===== src/rtl/lfsr_pkg.sv =====
// Shared constants and pure helper functions for the parametrised Fibonacci LFSR.
// Functions work on a 32-bit container; callers zero-extend and truncate to their width.
package lfsr_pkg;

  localparam int WIDTH_MAX = 32;
  localparam int WIDTH_MIN = 3;

  function automatic logic [WIDTH_MAX-1:0] lfsr_lock(input int width, input bit invert);
    logic [WIDTH_MAX-1:0] m;
    m = '0;
    for (int i = 0; i < WIDTH_MAX; i++) begin
      if (invert && (i < width)) m[i] = 1'b1;
    end
    return m;
  endfunction

  // Bits of state above the caller's width are zero, so the feedback is unaffected.
  function automatic logic [WIDTH_MAX-1:0] lfsr_shift(input logic [WIDTH_MAX-1:0] state,
                                                      input logic [WIDTH_MAX-1:0] taps,
                                                      input bit invert);
    logic fb;
    fb = (^(state & taps)) ^ invert;
    return {state[WIDTH_MAX-2:0], fb};
  endfunction

endpackage


===== src/rtl/lfsr_step.sv =====
// One combinational Fibonacci shift: feedback enters at the LSB, state moves toward the MSB.
module lfsr_step
  import lfsr_pkg::*;
#(
  parameter int             WIDTH  = 8,
  parameter logic [WIDTH-1:0] TAPS = '0,
  parameter bit             INVERT = 1'b1
) (
  input  logic [WIDTH-1:0] din,
  output logic [WIDTH-1:0] dout
);

  assign dout = WIDTH'(lfsr_shift(WIDTH_MAX'(din), WIDTH_MAX'(TAPS), INVERT));

endmodule


===== src/rtl/lfsr_gen.sv =====
// Parametrised LFSR generator with seed load, enable, lock-up detect, wrap and period report.
// Optional lock-up recovery is built when LFSR_LOCKUP_RECOVER_EN is defined.
module lfsr_gen
  import lfsr_pkg::*;
#(
  parameter int               WIDTH       = 8,
  parameter logic [WIDTH-1:0] TAPS        = 8'h88,
  parameter bit               INVERT      = 1'b1,
  parameter int               STEPS       = 1,
  parameter logic [WIDTH-1:0] RESET_VALUE = '0
) (
  input  logic             clk,
  input  logic             rst,
  input  logic             en,
  input  logic             load,
  input  logic [WIDTH-1:0] seed,
  output logic [WIDTH-1:0] out,
  output logic             lockup,
  output logic             out_wrap,
  output logic [WIDTH-1:0] period
);

  localparam logic [WIDTH-1:0] LOCK    = WIDTH'(lfsr_lock(WIDTH, INVERT));
  localparam logic [WIDTH-1:0] RECOVER = LOCK ^ WIDTH'(1);

  if (WIDTH < WIDTH_MIN || WIDTH > WIDTH_MAX || STEPS < 1 || STEPS > WIDTH) begin : g_bad_cfg
    $error("lfsr_gen: WIDTH or STEPS out of range");
  end

  logic [WIDTH-1:0] start;
  logic [WIDTH-1:0] step_cnt;
  logic [WIDTH-1:0] adv;
  logic             do_recover;

  // Chain of single shifts; only the final state of the cycle is ever compared.
  for (genvar i = 0; i < STEPS; i++) begin : g_step
    logic [WIDTH-1:0] s_in;
    logic [WIDTH-1:0] s_out;
    if (i == 0) begin : g_first
      assign s_in = out;
    end else begin : g_next
      assign s_in = g_step[i-1].s_out;
    end
    lfsr_step #(
      .WIDTH (WIDTH),
      .TAPS  (TAPS),
      .INVERT(INVERT)
    ) u_step (
      .din (s_in),
      .dout(s_out)
    );
  end

  assign adv    = g_step[STEPS-1].s_out;
  assign lockup = (out == LOCK);

`ifdef LFSR_LOCKUP_RECOVER_EN
  assign do_recover = lockup;
`else
  assign do_recover = 1'b0;
`endif

  // Priority rst > load > en; the recovery reseed restarts the sequence without a wrap.
  always_ff @(posedge clk) begin
    if (rst) begin
      out      <= RESET_VALUE;
      start    <= RESET_VALUE;
      step_cnt <= '0;
      period   <= '0;
      out_wrap <= 1'b0;
    end else if (load) begin
      out      <= seed;
      start    <= seed;
      step_cnt <= '0;
      out_wrap <= 1'b0;
    end else if (en) begin
      if (do_recover) begin
        out      <= RECOVER;
        start    <= RECOVER;
        step_cnt <= '0;
        out_wrap <= 1'b0;
      end else if (adv == start) begin
        out      <= adv;
        period   <= step_cnt + WIDTH'(1);
        step_cnt <= '0;
        out_wrap <= 1'b1;
      end else begin
        out      <= adv;
        step_cnt <= step_cnt + WIDTH'(1);
        out_wrap <= 1'b0;
      end
    end else begin
      out_wrap <= 1'b0;
    end
  end

endmodule


===== config.mk =====
export PLATFORM = sky130hd
export DESIGN_NAME = lfsr_gen
export DESIGN_NICKNAME = d
export VERILOG_FILES = /design/src/rtl/lfsr_pkg.sv /design/src/rtl/lfsr_step.sv /design/src/rtl/lfsr_gen.sv
export SDC_FILE = /design/constraint.sdc
export NUM_CORES = 1
export LEC_CHECK = 0
export ABC_CLOCK_PERIOD_IN_PS = 2450
export CORE_AREA = 4 4 62 120
export CTS_CLUSTER_DIAMETER = 200
export DETAILED_ROUTE_END_ITERATION = 12
export DIE_AREA = 0 0 66 124
export GPL_TIMING_DRIVEN = 0
export PLACE_DENSITY = 0.45
export SYNTH_ARGS = -nofsm -noshare
export SYNTH_HDL_FRONTEND = slang
export SYNTH_HIERARCHICAL = 1
export SYNTH_SLANG_ARGS = --single-unit
export TNS_END_PERCENT = 1

===== constraint.sdc =====
create_clock -name clk -period 2.45 [get_ports clk]
set_clock_uncertainty 0.05 [all_clocks]
set_input_delay 0.6125 -clock clk [delete_from_list [all_inputs] [get_ports clk]]
set_output_delay 0.6125 -clock clk [all_outputs]
set_load 0.1 [all_outputs]

==> flow_metrics.py, run 1 <==
metrics = {
    "outcome": {
        "outcome": "complete, no violations",
    },
    "synth": {
        "syn_inst": 180,
        "yosys_warnings": 6,
        "yosys_register_bits": 33,
        "synthesis.nets": 193,
        "ys_types": 31,
        "syn_area_um2": 1580,
        "seq_area_frac_synth_pct": 41.8,
        "avgSynthCellArea_um2": 8.78,
    },
    "hold_path": {
        "hold_depth": 2,
        "min_path_type": "reg -> reg",
        "worstHoldEndpoint": "period[1]",
        "min_from": "period[1]",
    },
    "clocking": {
        "cts_hold_buf": 0,
        "clk_latency_ns": 0.27,
        "cts_root_buffer": "clkbuf_16",
        "clock_sinks": 33,
        "numCtsBuffers": 5,
        "cts_tree": "done",
        "clkSlewWorstSetupHoldPaths_ns": 0.05,
        "cts.repair.resized": 7,
        "postCtsSetupBuffers": 0,
        "clockBufferDepth": 2,
        "cts_max_level": 2,
    },
    "global_routing": {
        "track_usage_pct": 11.6,
        "grt_pass1_wl_mm": 7.04,
        "grt_max_degree": 11,
        "antenna_found_initial": 0,
        "grt_pass1_vias": 1404,
        "grt_overflow": 0,
    },
    "setup_path": {
        "crit_slowest_cell": "clkdlybuf4s50_1",
        "end_kind": "primary output",
        "path_class": "reg -> out",
        "crit_family": "buffers and inverters",
        "worstReg2RegStart": "out[7]",
        "r2r-end": "period[6]",
        "crit_chain": "clkdlybuf4s50_1",
        "reg2reg_slack_ns": 0.40,
        "cp.arrival_ns": 1.73,
        "path_max_fanout": 2,
        "slowest_delay_ns": 1.13,
        "start_kind": "flip-flop",
        "cp.required_ns": 1.79,
        "worst-r2r-cell-count": 6,
        "critPathBufInv": 1,
    },
    "power": {
        "p_leak_uw": 0.000917,
        "total_power_uw": 1430,
        "pwr_density_cell_nw_per_um2": 674,
        "peakVddDrop_v": 0.000297,
    },
    "die": {
        "die_w_um": 66,
        "die-area_um2": 8180,
        "fp.coreArea_um2": 6570,
        "fp.dieH_um": 124,
        "ios": 30,
        "initial_utilization_pct": 24.1,
        "std_cell_rows": 42,
    },
    "placement": {
        "dpl.hpwl_mm": 3.39,
        "globalplace.congestion": 0.810,
        "portBuffers": 26,
    },
    "detailed_routing": {
        "drtIter0Drc": 47,
        "drtPass1Iterations": 5,
        "routed_wl_mm": 4.26,
        "ant_nets": 0,
        "drcViolationCount": 0,
        "wire_per_inst_um": 14.2,
        "viasPerCell": 4.43,
        "num_vias": 1332,
    },
    "timing": {
        "rsz0062_at_grt": "false",
        "final_hold_viol_count": 0,
        "fin_crit_ns": 2.39,
        "clock.fmax_mhz": 418,
        "setup_tns_ns": 0,
        "slew_violations": 0,
        "max_slew_margin_pct": 34.6,
        "finalHoldWorstSlack_ns": 0.426,
        "finalSetupViolCount": 0,
        "tightest_slew_ns": 0.980,
        "period_share_pct": 97.7,
    },
    "finish": {
        "syn_to_final_growth_pct": 34.4,
        "drive_above_1_share_pct": 13.1,
        "diodes": 0,
        "nNetsFinal": 226,
    },
    "job": {
        "maxCapViolations": 0,
    },
}
-- worst max-delay path by stage --
stage	slack, ns	start	to	cells after the start
after floorplan	-0.003	out[5]	lockup	2
after global placement	-0.09	out[5]	lockup	3
after detailed placement	-0.05	out[5]	lockup	3
after CTS	0.0004	out[0]	out[0]	1
after global routing	0.01	period[2]	period[2]	1
final	0.06	period[2]	period[2]	1
-- report_power, final --
part	total (uW)	switching, uW	leakage, uW	internal (uW)
combinational	248	168	0.000575	79.2
sequential	577	18.2	0.000272	559
clock	606	208	0.0000700	398
total	1430	394	0.000917	1040
-- metal layers --
metal	global-route usage (%)	vias to the layer above	part of all wire, %
li1	-	686	-
met1	11.9	609	38
met2	21.7	30	55
met3	2.08	7	3.4
met4	5.98	0	3.3
met5	0	-	0
-- metrics by stage --
| stage | utilization, % | instance area, um^2 | setup WS (ns) | std cells |
|---|---|---|---|---|
| floorplan | - | 1600 | -0.00300 | 180 |
| global placement | 29.9 | 1970 | -0.0889 | 294 |
| detailed placement | 29.9 | 1970 | -0.0540 | 294 |
| CTS | 32.1 | 2110 | 0.000399 | 301 |
| global route | 32.3 | 2120 | 0.0116 | 301 |
| finish | 32.3 | 2120 | 0.0565 | 301 |
-- cells in the mapped netlist --
library cell	instances	area, um^2
nand2b_1	3	18.8
or4_1	2	15.0
buf_1	4	15.0
nand3_1	3	15.0
a31oi_1	7	43.8
dfxtp_1	33	661
o21ai_0	6	30.0
xnor2_1	5	43.8
mux2i_1	16	160
nor3b_1	1	7.51
nor3_4	1	16.3
a21oi_1	9	45.0
nand2_1	9	33.8
inv_1	2	7.51
a21boi_0	2	15.0
buf_2	2	10.0
nand4_1	3	18.8
ha_1	1	12.5
and2_1	1	6.26
nor3_1	2	10.0
o22ai_1	2	12.5
nor4_1	1	6.26
o211ai_2	1	12.5
buf_4	7	52.6
nor2b_1	2	12.5
xor2_1	9	78.8
clkbuf_1	5	18.8
a211oi_1	7	52.6
nor4_2	2	25.0
o31ai_1	1	7.51
nor2_1	31	116
-- state kept, by name (all words and copies together), names as in the netlist --
register and flops:
out 8, period 8, start 8, step_cnt 8, out_wrap 1
-- placed cells by master, fill, tap and decap left out --
master / instances
nor2_1: 30
dfxtp_1: 26
mux2i_1: 16
clkdlybuf4s50_1: 14
nand2_1: 9
xor2_1: 9
a21oi_1: 9
a31oi_1: 7
a211oi_1: 7
buf_4: 7
dfxtp_2: 7
dlymetal6s2s_1: 7
clkbuf_1: 6
o21ai_0: 6
xnor2_1: 5
clkbuf_16: 5
buf_1: 4
dlygate4sd2_1: 4
nand4_1: 3
nand3_1: 3
nand2b_1: 3
or4_1: 2
buf_2: 2
nor3_1: 2
o22ai_1: 2
a21boi_0: 2
nor2b_1: 2
inv_1: 2
nor4_2: 2
nor2_4: 1
o211ai_2: 1
and2_1: 1
nor3b_1: 1
nor3_4: 1
nor4_1: 1
o31ai_1: 1
ha_1: 1
clkbuf_8: 1
clkdlybuf4s15_2: 1
-- cell families (layout without fill, tap and decap cells) --
| logic type | after synthesis | count (layout) | share of synthesized area, % |
|---|---|---|---|
| AND/OR/NAND/NOR | 61 | 61 | 19.1 |
| AO/OA/AOI/OAI | 35 | 35 | 13.9 |
| flip-flops | 33 | 33 | 41.8 |
| buffers and inverters | 20 | 53 | 6.57 |
| multiplexers | 16 | 16 | 10.1 |
| XOR/XNOR | 14 | 14 | 7.76 |
| adder cells (fa/ha/maj) | 1 | 1 | 0.792 |
-- area by class of cell --
type | count | area [um^2]
Sequential cell | 33 | 669
Buffer | 18 | 96.3
Inverter | 2 | 7.51
Tap cell | 88 | 110
Clock buffer | 7 | 143
Multi-Input combinational cell | 127 | 823
Fill cell | 727 | 4450
Timing Repair Buffer | 26 | 274
Note: power is estimated with default switching activity, not from simulation.
==> run 2, diff against run 1 <==
CORE_AREA = 4 4 58 112   (was 4 4 62 120)
DIE_AREA = 0 0 62 116   (was 0 0 66 124)
PLACE_DENSITY = 0.5   (was 0.45)
==> run 2 against run 1 <==
Sequential share of layout area grew 0.72 points; die area fell by 12%; worst hold slack worse by 0.0018 ns; sequential power is essentially flat; combinational power barely moved; clock power increased by 2%; critical path type unchanged; global-route usage grew 0.73 points; flip-flop and latch count stayed put; first-iteration DRC count down 47%; clock-buffer cell count unchanged.
==> flow_metrics.py, run 2 (synthesis gave the netlist of run 1 again) <==
metrics = {
    "placement": {
        "dpl.hpwl_mm": 3.09,
        "place_ws_ns": 0.00369,
        "portBuffers": 26,
        "globalplace.congestion": 0.769,
        "placed_cell_area_um2": 1930,
    },
    "detailed_routing": {
        "ant_nets": 0,
        "drtPass1Iterations": 6,
        "drcViolationCount": 0,
        "num_vias": 1345,
        "wire_per_inst_um": 14.6,
        "viasPerCell": 4.91,
        "routed_wl_mm": 4.00,
        "drtIter0Drc": 25,
    },
    "die": {
        "std_cell_rows": 39,
        "fp.dieH_um": 116,
        "die_w_um": 62,
        "die-area_um2": 7190,
        "ios": 30,
        "fp.coreArea_um2": 5710,
        "initial_utilization_pct": 27.7,
    },
    "clocking": {
        "clock_sinks": 33,
        "cts_hold_buf": 0,
        "clkSlewWorstSetupHoldPaths_ns": 0.05,
        "clk_latency_ns": 0.27,
        "cts_max_level": 2,
        "clockBufferDepth": 2,
        "cts_tree": "done",
        "numCtsBuffers": 5,
        "cts_root_buffer": "clkbuf_16",
        "postCtsSetupBuffers": 0,
    },
    "timing": {
        "final_hold_viol_count": 0,
        "slew_violations": 0,
        "tightest_slew_ns": 0.975,
        "fin_crit_ns": 2.42,
        "period_share_pct": 98.8,
        "worst_slack_ns": 0.0285,
        "max_slew_margin_pct": 34.8,
        "setup_tns_ns": 0,
        "rsz0062_at_grt": "false",
        "finalSetupViolCount": 0,
        "clock.fmax_mhz": 413,
    },
    "global_routing": {
        "grt_max_degree": 11,
        "grt_overflow": 0,
        "grt_pass1_vias": 1332,
        "antenna_found_initial": 0,
        "grt_pass1_wl_mm": 6.47,
        "track_usage_pct": 12.3,
    },
    "outcome": {
        "outcome": "complete, no violations",
    },
    "finish": {
        "drive_above_1_share_pct": 13.1,
        "multi_input_area_um2": 823,
        "nFillCells": 595,
        "layout_commonest_cell": "nor2_1",
        "regArea_um2": 669,
        "nNetsFinal": 226,
        "diodes": 0,
        "syn_to_final_growth_pct": 31.4,
        "fin_area_um2": 2080,
        "layout_common_cells": "nor2_1, dfxtp_1, clkdlybuf4s50_1",
    },
    "setup_path": {
        "cp.required_ns": 1.79,
        "worstSetupStartpoint": "period[1]",
        "crit_chain": "clkdlybuf4s50_1",
        "worstReg2RegStart": "out[7]",
        "path_class": "reg -> out",
        "critPathBufInv": 1,
        "slowest_delay_ns": 1.14,
        "start_kind": "flip-flop",
        "cp.arrival_ns": 1.76,
        "crit_slowest_cell": "clkdlybuf4s50_1",
        "crit_family": "buffers and inverters",
        "end_kind": "primary output",
        "reg2reg_slack_ns": 0.40,
        "path_max_fanout": 2,
    },
    "power": {
        "pwr_density_cell_nw_per_um2": 694,
        "p_leak_uw": 0.000863,
        "peakVddDrop_v": 0.000552,
    },
    "hold_path": {
        "min_from": "step_cnt[7]",
        "min_path_type": "reg -> reg",
    },
    "job": {
        "maxCapViolations": 0,
    },
}
==> run 2: changes by cell type in the layout (fill, tap and decap cells not counted) <==
| cell | previous run | this run |
|---|---|---|
| clkdlybuf4s50_1 | 14 | 17 |
| dlymetal6s2s_1 | 7 | 4 |
| clkdlybuf4s15_2 | 1 | 0 |
| clkbuf_2 | 0 | 1 |
==> run 2: final timing paths <==
kind                 endpoint  cells past startpoint
setup / recovery    period[1]                      1
hold / removal    step_cnt[7]                      2
setup reg to reg    period[5]                      6
hold reg to reg   step_cnt[7]                      2
==> run 2: final cells by class <==
type / count / share of cell area (%)
buffer: 18 / 4.64
clock buffer: 7 / 6.87
inverter: 2 / 0.362
multi-input combinational: 127 / 39.7
sequential: 33 / 32.2
tap: 61 / 3.68
timing repair buffer: 26 / 12.5
==> run 2: repair_timing <==
action | in CTS | in global routing
resized for setup | 6 | 5
pin swaps | 0 | 0
setup endpoints to repair | 5 | 5
==> run 2: power breakdown <==
part | leakage (uW) | internal, uW | total, uW | switching (uW)
clock network | 0.0000700 | 399 | 618 | 219
logic | 0.000521 | 79.1 | 246 | 166
registers | 0.000272 | 558 | 576 | 17.7
==> run 2: stage by stage <==
| stage | power (uW) | std cells | hold slack (ns) | util, % |
|---|---|---|---|---|
| after floorplan | 772 | 180 | 0.396 | - |
| after global placement | 840 | 267 | 0.409 | 33.9 |
| after detailed placement | 839 | 267 | 0.418 | 33.9 |
| after CTS | 1460 | 274 | 0.428 | 36.3 |
| after global routing | 1500 | 274 | 0.444 | 36.4 |
| final | 1440 | 274 | 0.424 | 36.4 |
==> run 2: per-layer routing <==
| metal | vias up | track usage (%) | wire (um) |
|---|---|---|---|
| li1 | 684 | - | - |
| met1 | 618 | 13.1 | 1520 |
| met2 | 35 | 21.4 | 2180 |
| met3 | 8 | 3.12 | 179 |
| met4 | 0 | 6.09 | 116 |
| met5 | - | 0 | 0 |
